===== src/rtl/jk_ff.sv =====
// Two-flip-flop JK controller.
// A purely combinational evaluator maps an externally supplied present state
// (A, B) plus inputs (x, y) to next state and output, for state-table lookup.
// A registered copy of the same machine (qa, qb) runs on clk_sys-domain clk,
// with a synchronous preset from A, B that takes priority over the JK update.
//
// Registered state table:
//   qa qb | meaning
//   0  0  | reset / idle state
//   0  1  | state B only set
//   1  0  | state A only set
//   1  1  | both set
module jk_ff (
  input  logic clk,
  input  logic rst_n,
  input  logic x,
  input  logic y,
  input  logic A,
  input  logic B,
  input  logic ld,
  output logic Aout,
  output logic Bout,
  output logic z,
  output logic qa,
  output logic qb,
  output logic zq
);

  // JK characteristic: hold, clear, set or toggle selected by (j, k).
  function automatic logic jk_next(input logic j, input logic k, input logic cur);
    return (j & ~cur) | (~k & cur);
  endfunction

  logic ja_c, ka_c, jb_c, kb_c;
  logic ja_q, ka_q, jb_q, kb_q;
  logic qa_next, qb_next;

  // Table-lookup path: next state and output from the supplied present state.
  always_comb begin
    ja_c = (B & x) | (~B & ~y);
    ka_c = ~B & x & ~y;
    jb_c = ~A & x;
    kb_c = A | (x & ~y);
    Aout = jk_next(ja_c, ka_c, A);
    Bout = jk_next(jb_c, kb_c, B);
    z    = ~x & ~y & (A | B);
  end

  // Running machine: JK next state from the registered state, preset wins.
  always_comb begin
    ja_q    = (qb & x) | (~qb & ~y);
    ka_q    = ~qb & x & ~y;
    jb_q    = ~qa & x;
    kb_q    = qa | (x & ~y);
    qa_next = jk_next(ja_q, ka_q, qa);
    qb_next = jk_next(jb_q, kb_q, qb);
    if (ld) begin
      qa_next = A;
      qb_next = B;
    end
  end

  // State register with immediate clear on reset.
  always_ff @(posedge clk or negedge rst_n) begin
    if (!rst_n) begin
      qa <= 1'b0;
      qb <= 1'b0;
    end else begin
      qa <= qa_next;
      qb <= qb_next;
    end
  end

  // Mealy output of the running machine; follows x, y between edges.
  always_comb begin
    zq = ~x & ~y & (qa | qb);
  end

endmodule


===== config.mk =====
export PLATFORM = sky130hd
export DESIGN_NAME = jk_ff
export DESIGN_NICKNAME = d
export VERILOG_FILES = /design/src/rtl/jk_ff.sv
export SDC_FILE = /design/constraint.sdc
export NUM_CORES = 1
export LEC_CHECK = 0
export ABC_AREA = 1
export ABC_CLOCK_PERIOD_IN_PS = 800
export BUFFER_PORTS_ARGS = -buffer_cell sky130_fd_sc_hd__buf_4
export CAP_MARGIN = 10
export CORE_AREA = 5 5 42 44
export CTS_BUF_LIST = sky130_fd_sc_hd__clkbuf_4 sky130_fd_sc_hd__clkbuf_8 sky130_fd_sc_hd__clkbuf_16
export DETAILED_ROUTE_END_ITERATION = 10
export DIE_AREA = 0 0 47 49
export PLACE_DENSITY = 0.44
export SLEW_MARGIN = 20
export SYNTH_ARGS = -nofsm -noshare
export SYNTH_HDL_FRONTEND = slang
export SYNTH_SLANG_ARGS = --single-unit

===== constraint.sdc =====
create_clock -name clk -period 0.8 [get_ports clk]
set_input_delay 0.16 -clock clk [delete_from_list [all_inputs] [get_ports clk]]
set_output_delay 0.16 -clock clk [all_outputs]
set_load 0.01 [all_outputs]

# == Word-level counts from Yosys, hierarchy flattened ==
# Cells that the tools add are included.
# totals
output_inout_bits,6
elab_cells,46
reg_bits,2
in_bits,7
# op_classes
bitwise,42
mux,2
# ops
operator,n
bitwise AND 1 bit,22
NOT 1 bit,10
OR 1 bit,10
two-way mux 1 bit,2

# == Depth between registers and ports, before layout ==
# logic_depth
depth_word,7
ltp_mapped,6
ltp_nobuf,6

# == Worst setup path after synthesis ==
# OpenSTA, ideal clock, no wires.
# synth_path
path_kind,register to register
startpoint,register qb
endpoint,register qa
arrival_time_ns,0.720
path_slack_ns,-0.033
synth_period_minus_slack_ns,0.833
path_stages_with_launch,5
path_cell_list,dfrtp_1 -> a21oi_1 -> nand3_1 -> nand2_1 -> inv_1
# synth_between
elab_chain_cells,7
# synth_lines
element,line_no,rtl
"start, declared",25,"output logic qb,"
"start signal, assigned",70,qb <= qb_next;
NOT 1 bit,"51, 52",
bitwise AND 1 bit (2 in a row),52,ka_q = ~qb & x & ~y;
NOT 1 bit,31,return (j & ~cur) | (~k & cur);
bitwise AND 1 bit,31,
OR 1 bit *,31,
two-way mux 1 bit *,57,if (ld) begin
net qa_next,36,"logic qa_next, qb_next;"
"end signal, assigned",69,qa <= qa_next;
"end, declared",24,"output logic qa,"
# Mark *: on every way through the listed nets, which the timed path passes. The rest lies on a longest branch.

# == Worst setup path after layout ==
# layout_path
startpoint,register qb
endpoint,output port zq
# layout_between
elab_chain_cells,2
# layout_lines
element,line_no,rtl
OR 1 bit,76,zq = ~x & ~y & (qa | qb);
bitwise AND 1 bit,76,
"end, declared",26,output logic zq
# No other way between the ends.

==> metrics.txt <==
final setup TNS -1000 ps; Die Wd 47 um; Congestion Overflow GR 0; Place WS -120 ps; CP top delay family flip-flops; Syn Nets 35; 1st-iter DRT viols 8; largest net degree at the start of global routing 8; WP buf/inv 1; initial core utilization 12.0%; warnings from Yosys 0; Logic pwr share 41.0%; crit path time final 1100 ps; Mean Syn Cell Area 5.99 um^2; FMAX 908 MHz; critical path launch point type flop; Reg power frac 21.6%; Clock Skew 1.24 ps; Pre-antenna DRT Iters 2; Setup crit end kind output port; Sw Pwr 0.181 mW; first-pass GRT wire length 1060 um; detailed-route via count 272; sequential cell area fraction in the yosys report 29.9%; max cap viols 0; layout cell share with drive strength beyond 1 72.5%; Max Slew Vio Count 0; Yosys top cell by area dfrtp_1; crit-path cells nor2_4 > nor2_1 > buf_4; Worst-Skew Late Latency 220 ps; ANT cells 0; status finished with violations; CP peak stage delay 440 ps; fraction of registers with async set/reset 100%; failing checks setup timing; Switching Share 30.2%; Routed WL per cell 10.6 um; CTS root buffer clkbuf_4; GRT Total Usage 6.34%; final setup vio count 5; CTS tree yes; most common cell in the netlist nand2_1; CTS max path bufs 2; synth top area cells dfrtp_1 (30%), nand2_1 (18%), inv_1 (11%); FP Rows 14; Min Hold Slack 188 ps; critical path type flop to output port; DRC viols 0; Clock Power Share 37.4%; Lkg Pwr 0.223 nW; Rel. slew slack 88.8%; unique cell type count in the Yosys netlist 10; worst vdd ir 842 uV; Post-synth EDFFs 0; post-route ant nets 0; post-synthesis cell area 168 um^2; CP max-delay cell dfrtp_2; nets 60; io pins 13; Post-Synthesis Cells 28; number of global-route vias before repair 259; clk sinks 2; fin crit share 138%; Worst Path Arrival 940 ps; Req. time, crit path 640 ps; Synth top cells by count nand2_1 (8), inv_1 (5), nand3_1 (3), nor2_1 (3); RSZ-0062 raised after global routing yes; DIE AREA 2300 um^2; endpoints failing hold 0; core area 1400 um^2; Reg clk slew, reported paths 30 ps; Area Overhead vs Synth 175%; setup ws final -302 ps; Crit Path Max Fanout 4; Tightest Pin Transition 168 ps; post-synth top area share 29.9%; Yosys reg bits 2; cell-internal power 0.418 mW; Die Y 49 um; adder-cell share of the synthesized area 0%; post-synthesis simple-gate area fraction 37.3%; XOR/XNOR share of the synthesized area 0%; final wirelength 711 um; Final HPWL DP 479 um; Compound-Gate Fraction of Synth Area 21.6%; post-synthesis mux area share 0%; Power Density 1300 nW/um^2; clock buffer count from CTS 3; path type of the worst min-delay path input port to flop; GP Congestion 0.715; antenna violations before repair 0; # port buffers 12; H-tree depth 1; vias per inst 4.06; Synth Flop Type dfrtp_1; combinational family with the most area after synthesis simple AND/OR/NAND/NOR gates
==> layout by cell type (no fill, tap or decap), drive strengths merged <==
cell,synthesis,layout
nand2,9,9
nand3,3,3
inv,5,5
dlygate4sd3,0,1
nor2,3,3
o21ai,1,1
a21oi,2,2
buf,0,19
dfrtp,2,2
o211ai,2,2
clkbuf,0,3
a31oi,1,1
==> metal layers <==
metal	track usage [%]	share of wire, %
met1	7.93	40
met2	8.37	50
met3	4.06	10
met4	2.76	0
met5	0	0
==> sequential cells by signal (all words and copies together) (netlist names) <==
register	flops
qa	1
qb	1
==> final timing paths <==
| check | slack (ps) | from | to | cells after the start |
|---|---|---|---|---|
| min in group asynchronous | 250 | rst_n | qa | 2 |
| min reg2reg | 660 | qb | qa | 4 |
| min | 190 | ld | qb | 3 |
| max | -300 | qb | zq | 3 |
| max reg2reg | -130 | qb | qb | 3 |
| max in group asynchronous | 450 | rst_n | qb | 2 |
==> worst register-to-register path, cell delays in order (launching register included) <==
cell	delay (ps)
dfrtp_2	440
buf_6	130
o211ai_1	160
nand2_1	70
==> power by group through the flow <==
stage                     Clock, mW  Combinational [mW]  Sequential (mW)
after floorplan                   0              0.0551            0.128
after global placement            0               0.169            0.121
after detailed placement          0               0.169            0.121
after CTS                     0.237               0.202            0.122
after global routing          0.261               0.267            0.132
final                         0.224               0.245            0.129
==> logic make-up after synthesis <==
kind of cell	after synthesis
and+or+nand+nor	15
AOI/OAI and AO/OA	6
DFF	2
buffers and inverters	5
==> final cells by class <==
type / count / area [um^2]
fillers: 167 / 941
well taps: 16 / 20.0
repair buffers: 20 / 190
inverters: 5 / 36.3
flip-flops and latches: 2 / 51.3
multi-input cells: 21 / 140
clock buffers: 3 / 22.5
==> what timing repair did <==
item	4_1_cts	5_1_grt
buffers inserted	2	0
endpoints found under the setup margin	8	8
hold buffers	1	0
gates cloned	0	0
pin swaps	2	3
endpoints found under the hold margin	2	0
gates resized for setup	16	18
==> per-stage QoR <==
step,instances,power [mW],utilization [%],instance area (um^2)
2_1_floorplan,28,0.183,-,168
3_3_place_gp,61,0.290,22.5,315
3_5_place_dp,61,0.290,22.5,315
4_1_cts,67,0.562,28.3,397
5_1_grt,67,0.660,32.9,460
6_report,67,0.599,32.9,460
No activity file was read; power rests on OpenSTA's default activity.
